===== src/rtl/score_display_pkg.sv =====
// Shared constants for the score display: glyph codes, active-low segment
// patterns ({g,f,e,d,c,b,a}), winner encoding and the idle game state.
package score_display_pkg;

   localparam int unsigned SCORE_W      = 3;
   localparam int unsigned STATE_W      = 3;
   localparam int unsigned DIGIT_IDX_W  = 2;
   localparam int unsigned GLYPH_CODE_W = 4;
   localparam int unsigned SEG_W        = 7;
   localparam int unsigned AN_W         = 4;

   // Active-low segment patterns
   localparam logic [SEG_W-1:0] SEG_0     = 7'h40;
   localparam logic [SEG_W-1:0] SEG_1     = 7'h79;
   localparam logic [SEG_W-1:0] SEG_2     = 7'h24;
   localparam logic [SEG_W-1:0] SEG_3     = 7'h30;
   localparam logic [SEG_W-1:0] SEG_4     = 7'h19;
   localparam logic [SEG_W-1:0] SEG_5     = 7'h12;
   localparam logic [SEG_W-1:0] SEG_6     = 7'h02;
   localparam logic [SEG_W-1:0] SEG_7     = 7'h78;
   localparam logic [SEG_W-1:0] SEG_P     = 7'h0C;
   localparam logic [SEG_W-1:0] SEG_DASH  = 7'h3F;
   localparam logic [SEG_W-1:0] SEG_BLANK = 7'h7F;

   // Glyph codes for non-numeric symbols; 0-7 are the digits themselves
   localparam logic [GLYPH_CODE_W-1:0] CODE_P     = 4'hA;
   localparam logic [GLYPH_CODE_W-1:0] CODE_DASH  = 4'hB;
   localparam logic [GLYPH_CODE_W-1:0] CODE_BLANK = 4'hF;

   localparam logic [STATE_W-1:0] STATE_IDLE = 3'b000;

   typedef enum logic [1:0] {NONE, P1, P2, TIE} winner_e;

   // Glyph code of a numeric score
   function automatic logic [GLYPH_CODE_W-1:0] score_code(input logic [SCORE_W-1:0] s);
      return {1'b0, s};
   endfunction

endpackage


===== src/rtl/score_display_seg7_glyph.sv =====
// Combinational glyph decoder: 4-bit glyph code to active-low segments.
module seg7_glyph
   import score_display_pkg::*;
(
   input  logic [GLYPH_CODE_W-1:0] code,
   output logic [SEG_W-1:0]        seg_c
);

   // Map each code to its segment pattern; unknown codes are blank
   always_comb begin
      seg_c = SEG_BLANK;
      case (code)
         4'h0:       seg_c = SEG_0;
         4'h1:       seg_c = SEG_1;
         4'h2:       seg_c = SEG_2;
         4'h3:       seg_c = SEG_3;
         4'h4:       seg_c = SEG_4;
         4'h5:       seg_c = SEG_5;
         4'h6:       seg_c = SEG_6;
         4'h7:       seg_c = SEG_7;
         CODE_P:     seg_c = SEG_P;
         CODE_DASH:  seg_c = SEG_DASH;
         default:    seg_c = SEG_BLANK;
      endcase
   end

endmodule


===== src/rtl/score_display.sv =====
// Four-digit multiplexed score display with score-change flash and winner
// latch. Define SCORE_DISPLAY_BLINK_EN to blink the winner glyphs.
module score_display
   import score_display_pkg::*;
#(
   parameter int unsigned DIGIT_MS = 1,
   parameter int unsigned BLINK_MS = 500,
   parameter int unsigned FLASH_MS = 250
) (
   input  logic               clk_1ms,
   input  logic               reset,
   input  logic [SCORE_W-1:0] p1_score,
   input  logic [SCORE_W-1:0] p2_score,
   input  logic               overflow1,
   input  logic               overflow2,
   input  logic [STATE_W-1:0] state,
   output logic [AN_W-1:0]    an,
   output logic [SEG_W-1:0]   seg,
   output logic               dp
);

   localparam int unsigned SCAN_TMR_W = 4;
   localparam int unsigned FLASH_W    = $clog2(FLASH_MS + 1);

   logic [DIGIT_IDX_W-1:0]  scan_idx_q, scan_idx_d;
   logic [SCAN_TMR_W-1:0]   scan_tmr_q, scan_tmr_d;
   logic [SCORE_W-1:0]      p1_q, p1_d, p2_q, p2_d;
   winner_e                 winner_q, winner_d;
   logic [FLASH_W-1:0]      flash1_q, flash1_d, flash2_q, flash2_d;
   logic [AN_W-1:0]         an_q, an_d;
   logic [SEG_W-1:0]        seg_q, seg_d;
   logic                    dp_q, dp_d;
   logic [GLYPH_CODE_W-1:0] glyph_code_c;
   logic [SEG_W-1:0]        glyph_seg_c;
   logic                    blink_on_c;

   // Scan timing, score sampling, winner latch and flash counters
   always_comb begin
      p1_d       = p1_score;
      p2_d       = p2_score;
      scan_tmr_d = scan_tmr_q + SCAN_TMR_W'(1);
      scan_idx_d = scan_idx_q;
      if (scan_tmr_q >= SCAN_TMR_W'(DIGIT_MS - 1)) begin
         scan_tmr_d = '0;
         scan_idx_d = scan_idx_q - DIGIT_IDX_W'(1);
      end

      winner_d = winner_q;
      if (state == STATE_IDLE) begin
         winner_d = NONE;
      end else if (winner_q == NONE) begin
         if (overflow1 && overflow2) winner_d = TIE;
         else if (overflow1)         winner_d = P1;
         else if (overflow2)         winner_d = P2;
      end

      flash1_d = (flash1_q != '0) ? flash1_q - FLASH_W'(1) : '0;
      flash2_d = (flash2_q != '0) ? flash2_q - FLASH_W'(1) : '0;
      if (p1_d != p1_q) flash1_d = FLASH_W'(FLASH_MS);
      if (p2_d != p2_q) flash2_d = FLASH_W'(FLASH_MS);
      if (winner_d != NONE) begin
         flash1_d = '0;
         flash2_d = '0;
      end
   end

`ifdef SCORE_DISPLAY_BLINK_EN
   localparam int unsigned BLINK_W = $clog2(BLINK_MS + 1);

   logic [BLINK_W-1:0] blink_cnt_q, blink_cnt_d;
   logic               blink_on_q, blink_on_d;

   // Blink phase: restarts on-phase at the latch tick, toggles every BLINK_MS ticks
   always_comb begin
      blink_cnt_d = '0;
      blink_on_d  = 1'b1;
      if (winner_d != NONE && winner_q != NONE) begin
         blink_on_d = blink_on_q;
         if (blink_cnt_q == BLINK_W'(BLINK_MS - 1)) begin
            blink_on_d = ~blink_on_q;
         end else begin
            blink_cnt_d = blink_cnt_q + BLINK_W'(1);
         end
      end
   end

   // Blink state registers
   always_ff @(posedge clk_1ms or negedge reset) begin
      if (!reset) begin
         blink_cnt_q <= '0;
         blink_on_q  <= 1'b1;
      end else begin
         blink_cnt_q <= blink_cnt_d;
         blink_on_q  <= blink_on_d;
      end
   end

   assign blink_on_c = blink_on_d;
`else
   // Steady winner display; a zero half-period is not a meaningful blink setting
   assign blink_on_c = (BLINK_MS != 0);
`endif

   // Select the glyph, anode and decimal point for the digit being scanned
   always_comb begin
      glyph_code_c = CODE_BLANK;
      dp_d         = 1'b1;
      an_d         = ~(AN_W'(1) << scan_idx_q);
      if (winner_d == NONE) begin
         case (scan_idx_q)
            2'd3: begin
               glyph_code_c = score_code(p1_d);
               dp_d         = (flash1_d == '0);
            end
            2'd2:    glyph_code_c = CODE_DASH;
            2'd1:    glyph_code_c = CODE_BLANK;
            default: begin
               glyph_code_c = score_code(p2_d);
               dp_d         = (flash2_d == '0);
            end
         endcase
      end else if (!blink_on_c) begin
         an_d = '1;
      end else begin
         case (winner_d)
            P1: begin
               if (scan_idx_q == 2'd3)      glyph_code_c = CODE_P;
               else if (scan_idx_q == 2'd2) glyph_code_c = score_code(3'd1);
            end
            P2: begin
               if (scan_idx_q == 2'd3)      glyph_code_c = CODE_P;
               else if (scan_idx_q == 2'd2) glyph_code_c = score_code(3'd2);
            end
            default: glyph_code_c = CODE_DASH;
         endcase
      end
   end

   seg7_glyph u_glyph (
      .code  (glyph_code_c),
      .seg_c (glyph_seg_c)
   );

   assign seg_d = glyph_seg_c;

   // State and output registers
   always_ff @(posedge clk_1ms or negedge reset) begin
      if (!reset) begin
         scan_idx_q <= 2'd3;
         scan_tmr_q <= '0;
         p1_q       <= '0;
         p2_q       <= '0;
         winner_q   <= NONE;
         flash1_q   <= '0;
         flash2_q   <= '0;
         an_q       <= '1;
         seg_q      <= SEG_BLANK;
         dp_q       <= 1'b1;
      end else begin
         scan_idx_q <= scan_idx_d;
         scan_tmr_q <= scan_tmr_d;
         p1_q       <= p1_d;
         p2_q       <= p2_d;
         winner_q   <= winner_d;
         flash1_q   <= flash1_d;
         flash2_q   <= flash2_d;
         an_q       <= an_d;
         seg_q      <= seg_d;
         dp_q       <= dp_d;
      end
   end

   assign an  = an_q;
   assign seg = seg_q;
   assign dp  = dp_q;

endmodule


===== config.mk =====
export PLATFORM = sky130hd
export DESIGN_NAME = score_display
export DESIGN_NICKNAME = d
export VERILOG_FILES = /design/src/rtl/score_display_pkg.sv /design/src/rtl/score_display_seg7_glyph.sv /design/src/rtl/score_display.sv
export SDC_FILE = /design/constraint.sdc
export NUM_CORES = 1
export LEC_CHECK = 0
export ABC_AREA = 1
export BUFFER_PORTS_ARGS = -buffer_cell sky130_fd_sc_hd__buf_4
export CORE_UTILIZATION = 62
export CTS_CLUSTER_SIZE = 28
export DETAILED_ROUTE_END_ITERATION = 10
export HOLD_SLACK_MARGIN = 0.1
export PLACE_DENSITY = 0.92
export SETUP_SLACK_MARGIN = 0.3
export SLEW_MARGIN = 20
export SYNTH_ARGS = -nofsm -noshare
export SYNTH_HDL_FRONTEND = slang
export SYNTH_SLANG_ARGS = --single-unit

===== constraint.sdc =====
create_clock -name clk_1ms -period 6 [get_ports clk_1ms]
set_clock_uncertainty 0.1 [all_clocks]
set_input_delay 0.3 -clock clk_1ms [delete_from_list [all_inputs] [get_ports clk_1ms]]
set_output_delay 0.3 -clock clk_1ms [all_outputs]
set_load 0.02 [all_outputs]

==> reports/results.tsv, run 1 <==
metric	value	unit
top cells by count, synth	nand2_1, inv_1, nand3_1	
die area	3780	um2
Worst Path Arrival	3430	ps
fin crit share	54.1	%
ys flop type	dfrtp_1	
max-cap check violation count	0	
H-tree levels	2	
cell area power density	353	nW/um2
RSZ-0062 raised after global routing	false	
DP Wirelength	3280	um
antenna-violating nets left	0	
vias in the first global route	1816	
Final min period	3250	ps
Syn Nets	302	
vias per cell	5.41	
FP Rows	21	
area grow syn2layout	15.5	%
final WL	5100	um
Gate power share	46.9	%
CTS tree	yes	
FMAX	308	MHz
TritonCTS Buffers	5	
Syn Area/Cell	8.03	um2
Net Sw Power	379	uW
fin util	75.3	%
endpoints failing setup	0	
grt peak-use layer	met2	
Worst Path Required	6180	ps
ant diodes	0	
chip width	61.5	um
asr flop ratio synth	100	%
CP Class	flop to flop	
Flop pwr share	38.8	%
1st-iter DRT viols	108	
Root Buffer	clkbuf_4	
GRT Overall Usage	30.9	%
core area	3360	um2
worst slew pin tran	602	ps
I/O Buffers	24	
Final nets	338	
yosys warns	0	
Lkg Pwr	1.36	nW
antenna violations before repair	0	
fraction of layout cells with a size suffix above 1	20.3	%
largest net degree at the start of global routing	39	
Hold Vio Cnt, Final	0	
synthesized cell area	2190	um2
CP Launch Type	flop	
Slew headroom	59.4	%
Synth area leaders	dfrtp_1, dfstp_2, nand2_1	
Remaining DRCs	0	
CTS Sinks	38	
Pint	515	uW
met1 GRT Util	36.7	%
first-pass GRT wire length	8200	um
post-CTS sizing	0	
die height	61.5	um
CP Capture Type	flop	
Worst Hold Class	input pin to flop	
grt met3 use	8.40	%
Setup TNS	0	ps
Fillers	230	
worst skew pair latency	340	ps
register area share after synthesis	44.2	%
area share of the largest cell type after synthesis	27.4	%
Mapped Cells	273	
clock share of power	14.3	%
clock slew at reported path FFs	110	ps
status	complete, no violations	
worst-path maximum fanout	14	
routed via count	1926	
Yosys reg bits	38	
count leader, synth	nand2_1	
count of flip-flops with a built-in enable after synthesis	0	
Non-Filler Instances	356	
maximum vdd drop	287	uV
fin. max-slew vios	0	
Bufs on Longest Clock Path	2	
iteration count of the initial detailed-routing pass	4	
total grt overflow	0	
met2 usage	51.1	%
Boundary Pins	25	
Initial Util	65.2	%
Yosys cell types	32	
Sw Share	42.4	%
WHS	248	ps
largest area contributor in the synthesized netlist	dfrtp_1	
WL/cell	14.3	um
Final GP Congestion	0.859	
Inst Count DP	341	
## what timing repair did
| action | 4_1_cts | 5_1_grt |
|---|---|---|
| setup buffers | 0 | 0 |
| setup endpoints to repair | 0 | 0 |
| hold buffers | 7 | 0 |
| hold endpoints to repair | 30 | 0 |
## power groups by stage
stage | sequential [mW] | combinational (mW) | clock, mW
after floorplan | 0.379 | 0.256 | 0
after global placement | 0.348 | 0.378 | 0
after detailed placement | 0.351 | 0.396 | 0
after CTS | 0.346 | 0.403 | 0.128
after global routing | 0.352 | 0.469 | 0.138
final | 0.347 | 0.419 | 0.128
## registers in the layout, summed over array words and instances (netlist names)
name        cells
flash1_q        8
flash2_q        8
seg             7
an              4
p1_q            3
p2_q            3
scan_idx_q      2
winner_q        2
dp              1
## cell families after synthesis
logic type	count (synthesis)	synth area share (%)
AOI/OAI and AO/OA	32	8.62
and+or+nand+nor	132	27.0
adders and majority gates	16	9.13
DFF	38	44.2
xor gates and xnor gates	4	1.94
buffers and inverters	51	9.13
## path summary, 6_finish.rpt
kind | end | startpoint | cells past startpoint | slack [ps]
max in group asynchronous | seg[4] | reset | 2 | 5090
worst max register to register | seg[6] | winner_q[1] | 13 | 2750
worst min-delay path | winner_q[1] | overflow2 | 4 | 250
worst min register to register | scan_idx_q[0] | scan_idx_q[0] | 1 | 460
min in group asynchronous | p1_q[1] | reset | 2 | 330
worst max-delay path | seg[6] | winner_q[1] | 13 | 2750
## per-layer routing
metal,up-vias,part of all wire (%)
met5,-,0
li1,931,-
met2,71,51
met1,901,40
met3,23,5.5
met4,0,4.1
## metrics by stage
step / power (mW) / instance area [um2] / worst slack, ps
floorplan: 0.635 / 2190 / 3560
global placement: 0.726 / 2410 / 3190
detailed placement: 0.746 / 2410 / 3000
CTS: 0.878 / 2530 / 2980
global route: 0.959 / 2530 / 2480
finish: 0.894 / 2530 / 2750
## worst max-delay path, stage by stage (launching register included)
cell	delay (ps)
dfrtp_1	400
o21ai_0	260
nand2_1	170
ha_1	380
inv_2	260
nand2_2	120
inv_1	110
nand2_1	60
o21ai_0	480
inv_1	160
ha_1	240
or2_1	260
o22ai_1	120
inv_1	50
## cells in the final DEF, fill, tap and decap left out, drive strengths merged, types with 2 or more instances in the layout
master	instances
a21oi	11
buf	24
clkbuf	8
dfrtp	24
dfstp	14
dlygate4sd3	7
ha	16
inv	49
nand2	65
nand3	25
nand3b	3
nand4	5
nor2	29
nor3	2
o21ai	16
or2	2
xnor2	3
## area by class of cell
| cell class | count | area (um2) | share of cell area (%) |
|---|---|---|---|
| sequential | 38 | 968 | 38.2 |
| inverter | 49 | 184 | 7.26 |
| tap | 46 | 57.6 | 2.27 |
| multi-input combinational | 184 | 1020 | 40.4 |
| timing repair buffer | 31 | 250 | 9.88 |
| clock buffer | 8 | 48.8 | 1.93 |
Power figures use the tool's default switching activity.
==> run 2: changes to the inputs <==
--- a/config.mk
+++ b/config.mk
@@ -7,11 +7,11 @@
 export LEC_CHECK = 0
 export ABC_AREA = 1
 export BUFFER_PORTS_ARGS = -buffer_cell sky130_fd_sc_hd__buf_4
-export CORE_UTILIZATION = 62
+export CORE_UTILIZATION = 52
 export CTS_CLUSTER_SIZE = 28
 export DETAILED_ROUTE_END_ITERATION = 10
 export HOLD_SLACK_MARGIN = 0.1
-export PLACE_DENSITY = 0.92
+export PLACE_DENSITY = 0.83
 export SETUP_SLACK_MARGIN = 0.3
 export SLEW_MARGIN = 20
 export SYNTH_ARGS = -nofsm -noshare
==> constraint.sdc (replaced) <==
create_clock -name clk_1ms -period 2.94 [get_ports clk_1ms]
set_clock_uncertainty 0.1 [all_clocks]
set_input_delay 0.147 -clock clk_1ms [delete_from_list [all_inputs] [get_ports clk_1ms]]
set_output_delay 0.147 -clock clk_1ms [all_outputs]
set_load 0.02 [all_outputs]
==> run 2 against run 1 <==
  * Sequential cell count unchanged
  * Sequential power grew 100%
  * Largest power group unchanged
  * Largest cell class unchanged
  * Wire length is 16% lower
  * Clock power grew to 2.8 times the previous value
  * Utilization fell by 11 points
==> reports/results.tsv, run 2 (synthesis gave the netlist of run 1 again) <==
metric	value	unit
vias per cell	5.03	
Root Buffer	clkbuf_8	
total grt overflow	0	
delay-heaviest family, CP	flip-flops	
Lkg Pwr	1.39	nW
CTS Sinks	38	
antenna violations before repair	0	
fin. max-slew vios	0	
DP Wirelength	3120	um
area grow syn2layout	18.7	%
max-cap check violation count	0	
Worst Hold Class	input pin to flop	
ant diodes	0	
Multi-input gate area	1030	um2
post-route design area	2600	um2
fin crit share	82.5	%
worst skew pair latency	290	ps
clock slew at reported path FFs	70	ps
status	complete, no violations	
maximum vdd drop	521	uV
largest net degree at the start of global routing	39	
endpoints failing setup	0	
cell area power density	731	nW/um2
most common cell after layout, fill and taps aside	nand2_1	
critical path, cell by cell	inv_1 > ha_1 > nor2_1 > o21ai_0 > o21ai_0 > nand2_1 > o21ai_2 > inv_1 > ha_1 > or2_1 > o22ai_1 > inv_1	
Fillers	331	
buffers inserted by post-CTS timing repair	0	
1st-iter DRT viols	80	
Worst Path Required	3070	ps
Hold Vio Cnt, Final	0	
Slew headroom	68.4	%
CP Class	flop to flop	
FMAX	413	MHz
final WL	4270	um
Slowest-stage cell, CP	dfstp_2	
Sequential Area	968	um2
fraction of layout cells with a size suffix above 1	21.8	%
first-pass GRT wire length	7590	um
die height	66.9	um
FP Rows	23	
Boundary Pins	25	
Crit path top cell by count	inv_1	
CP Launch Type	flop	
Initial Util	54.4	%
die area	4480	um2
Setup TNS	0	ps
Final GP Congestion	0.828	
Final nets	340	
antenna-violating nets left	0	
chip width	66.9	um
GRT Overall Usage	23.2	%
Remaining DRCs	0	
CTS tree	yes	
CP Capture Type	flop	
Bufs and invs on worst path	3	
I/O Buffers	24	
iteration count of the initial detailed-routing pass	5	
Cell Area, Placed	2430	um2
RSZ-0062 raised after global routing	false	
Worst Path Arrival	2550	ps
H-tree levels	2	
Bufs on Longest Clock Path	2	
Final min period	2420	ps
core area	4030	um2
WL/cell	11.8	um
TritonCTS Buffers	5	
worst slew pin tran	474	ps
Crit path largest cell delay	550	ps
leading cell types in the layout, fill and taps excluded	nand2_1, inv_1, buf_4	
routed via count	1820	
vias in the first global route	1741	
worst-path maximum fanout	5	
-- run 2: changes by cell type in the layout (fill, tap and decap cells not counted), sizes merged --
| cell | previous run | this run |
|---|---|---|
| buf | 24 | 26 |
-- run 2: routing by layer --
| layer | share of wire [%] | global-route usage [%] | wire, um |
|---|---|---|---|
| met1 | 44 | 28.8 | 1900 |
| met2 | 50 | 38.3 | 2120 |
| met3 | 4.2 | 5.65 | 180 |
| met4 | 1.7 | 9.57 | 72 |
| met5 | 0 | 0 | 0 |
-- run 2: worst reg2reg max path: cells and delay by family (launching register included) --
| kind | cells | cell delay, ps |
|---|---|---|
| flip-flops | 1 | 550 |
| buffers and inverters | 3 | 270 |
| AO/OA/AOI/OAI | 4 | 420 |
| adder cells (fa/ha/maj) | 2 | 550 |
| AND/OR/NAND/NOR | 3 | 470 |
-- run 2: repair_timing --
item,4_1_cts,5_1_grt
hold buffers,7,0
gates resized for setup,1,2
hold endpoints to repair,44,0
setup endpoints to repair,1,4
-- run 2: power by group --
part / switching, mW / total [mW] / leakage, nW / internal, mW
registers: 0.0517 / 0.705 / 0.455 / 0.654
logic: 0.522 / 0.836 / 0.887 / 0.314
clock network: 0.170 / 0.361 / 0.0455 / 0.191
total: 0.744 / 1.90 / 1.39 / 1.16
-- run 2: per-stage QoR --
| step | hold WS, ps | instances | total power [mW] | utilization (%) | setup slack, ps |
|---|---|---|---|---|---|
| 6_report | 135 | 362 | 1.90 | 64.6 | 516 |
| 5_1_grt | 164 | 362 | 2.06 | 64.6 | 328 |
| 4_1_cts | 130 | 362 | 1.90 | 64.4 | 432 |
| 3_3_place_gp | 34.5 | 347 | 1.49 | 60.4 | 469 |
| 3_5_place_dp | 38.1 | 347 | 1.52 | 60.4 | 319 |
| 2_1_floorplan | -249 | 273 | 1.30 | - | 502 |
-- run 2: final timing paths --
check                               from       endpoint  slack, ps  depth (start not counted)
max                        scan_idx_q[0]         seg[6]        520                         12
min                             state[2]    winner_q[0]        130                          4
max reg2reg                scan_idx_q[0]         seg[6]        520                         12
min reg2reg                scan_idx_q[0]  scan_idx_q[0]        450                          1
max in group asynchronous          reset         seg[5]       2120                          2
min in group asynchronous          reset        p1_q[1]        250                          2
-- run 2: cell type report --
type / instances / share of cell area (%)
Clock buffer: 8 / 3.46
Inverter: 49 / 7.07
Multi-Input combinational cell: 184 / 39.6
Sequential cell: 38 / 37.2
Tap cell: 50 / 2.41
Timing Repair Buffer: 33 / 10.2
==> run 3: changes to the inputs <==
==> constraint.sdc (replaced) <==
create_clock -name clk_1ms -period 2.2 [get_ports clk_1ms]
set_clock_uncertainty 0.1 [all_clocks]
set_input_delay 0.11 -clock clk_1ms [delete_from_list [all_inputs] [get_ports clk_1ms]]
set_output_delay 0.11 -clock clk_1ms [all_outputs]
set_load 0.02 [all_outputs]
==> run 3 against run 2 <==
  * Worst hold slack got worse by 18 ps
  * Maximum frequency is 17% higher
  * Power is 50% higher
  * Final area grew 8.3%
  * Sequential share of layout area shrank 2.8 points
  * Via count is 6.5% higher
  * Global-route usage shrank 0.098 points
  * Count of clock-buffer cells in the layout decreased by 3
  * First-iteration DRC count shrank 7.5%
  * Critical path type unchanged
  * Critical endpoint unchanged
  * Largest power group unchanged
  * Highest routed layer unchanged
==> reports/results.tsv, run 3 (synthesis gave the netlist of run 1 again) <==
metric	value	unit
CTS Sinks	38	
GRT Overall Usage	23.1	%
Root Buffer	clkbuf_8	
Boundary Pins	25	
CP Class	flop to flop	
vias in the first global route	1758	
FP Rows	23	
Fillers	305	
maximum vdd drop	717	uV
Final nets	348	
Inst Count DP	350	
vias per cell	5.24	
Hold Vio Cnt, Final	0	
Final GP Congestion	0.845	
Slew headroom	68.5	%
final WL	4670	um
TritonCTS Buffers	5	
die area	4480	um2
Lkg Pwr	1.43	nW
ant diodes	0	
Worst Path Required	2340	ps
antenna violations before repair	0	
RSZ-0062 raised after global routing	true	
Non-Filler Instances	370	
status	complete, no violations	
Remaining DRCs	0	
I/O Buffers	24	
worst slew pin tran	473	ps
worst skew pair latency	300	ps
first-pass GRT wire length	7580	um
Worst R2R Setup Slack	130	ps
reg-to-reg startpoint	scan_idx_q[0]	
area grow syn2layout	28.5	%
Initial Util	54.4	%
cell area power density	1010	nW/um2
1st-iter DRT viols	74	
leading cell types in the layout, fill and taps excluded	nand2_1, inv_1, buf_4	
routed via count	1938	
WL/cell	12.6	um
fin. max-slew vios	0	
fin crit share	94.1	%
critical path startpoint	scan_idx_q[0]	
largest net degree at the start of global routing	39	
fraction of layout cells with a size suffix above 1	32.8	%
DP Wirelength	3080	um
Hold Path Origin	overflow2	
endpoints failing setup	0	
Worst Hold Class	input pin to flop	
Tot Pwr	2.85	mW
CTS tree	yes	
worst-path maximum fanout	8	
total grt overflow	0	
Final min period	2070	ps
core area	4030	um2
FMAX	483	MHz
CP Capture Type	flop	
most common cell after layout, fill and taps aside	nand2_1	
max-cap check violation count	0	
iteration count of the initial detailed-routing pass	4	
H-tree levels	2	
chip width	66.9	um
Bufs on Longest Clock Path	2	
clock slew at reported path FFs	80	ps
CP Launch Type	flop	
antenna-violating nets left	0	
Worst Path Arrival	2210	ps
die height	66.9	um
==> run 3: cell types whose count changed in the layout (fill, tap and decap cells not counted), moves of 4 or more <==
cell     change
ha_1         -8
ha_2         +4
nand2_2      +5
ha_4         +4
inv_1        -7
nand2_1      -6
inv_2        +4
o21ai_1      +4
o21ai_0      -5
buf_4        +6
==> run 3: stage by stage <==
stage,setup slack [ps],area [um2],setup TNS [ps],hold slack (ps),utilization (%)
6_report,130,2820,0,117,69.9
5_1_grt,35.8,2820,0,134,69.9
4_1_cts,154,2750,0,112,68.2
3_5_place_dp,-23.9,2500,-23.9,2.40,62.1
3_3_place_gp,41.8,2500,0,0.168,62.1
2_1_floorplan,157,2240,0,-286,-
==> run 3: worst paths after layout <==
kind | end | cells past startpoint
worst max-delay path | seg[6] | 9
worst min-delay path | winner_q[1] | 4
worst max register to register | seg[6] | 9
worst min register to register | scan_idx_q[0] | 1
max in group asynchronous | an[1] | 2
min in group asynchronous | p1_q[0] | 2
==> run 3: power breakdown <==
part | internal (mW) | switching, mW | total (mW)
Combinational | 0.527 | 0.769 | 1.30
Sequential | 0.873 | 0.0729 | 0.946
Clock | 0.337 | 0.266 | 0.604
==> run 3: critical path: stages (launching register included) <==
cell     delay, ps
dfstp_2        580
inv_4           70
ha_1           220
nor2_1         150
o21ai_1        130
o21ai_4        260
inv_2          100
or2_4          280
o22ai_2         80
inv_1           50
==> run 3: layer usage <==
metal	track usage [%]	wire length (um)	up-vias
met5	0	0	-
met4	8.24	61	0
met3	5.99	168	6
met2	39.0	2430	44
met1	28.1	2010	932
li1	-	-	956
==> run 3: repair_timing <==
item / in CTS / in global routing
pin swaps: 7 / 8
gates resized for setup: 12 / 19
setup buffers: 4 / 1
setup endpoints to repair: 8 / 8
hold buffers: 7 / 0
endpoints found under the hold margin: 44 / 0
==> run 3: area by class of cell <==
cell class / instances / area (um2) / area share, %
timing repair buffer: 41 / 333 / 11.8
sequential: 38 / 968 / 34.4
tap: 50 / 62.6 / 2.22
clock buffer: 5 / 68.8 / 2.44
clock inverter: 3 / 45.0 / 1.60
multi-input combinational: 184 / 1140 / 40.6
inverter: 49 / 194 / 6.89
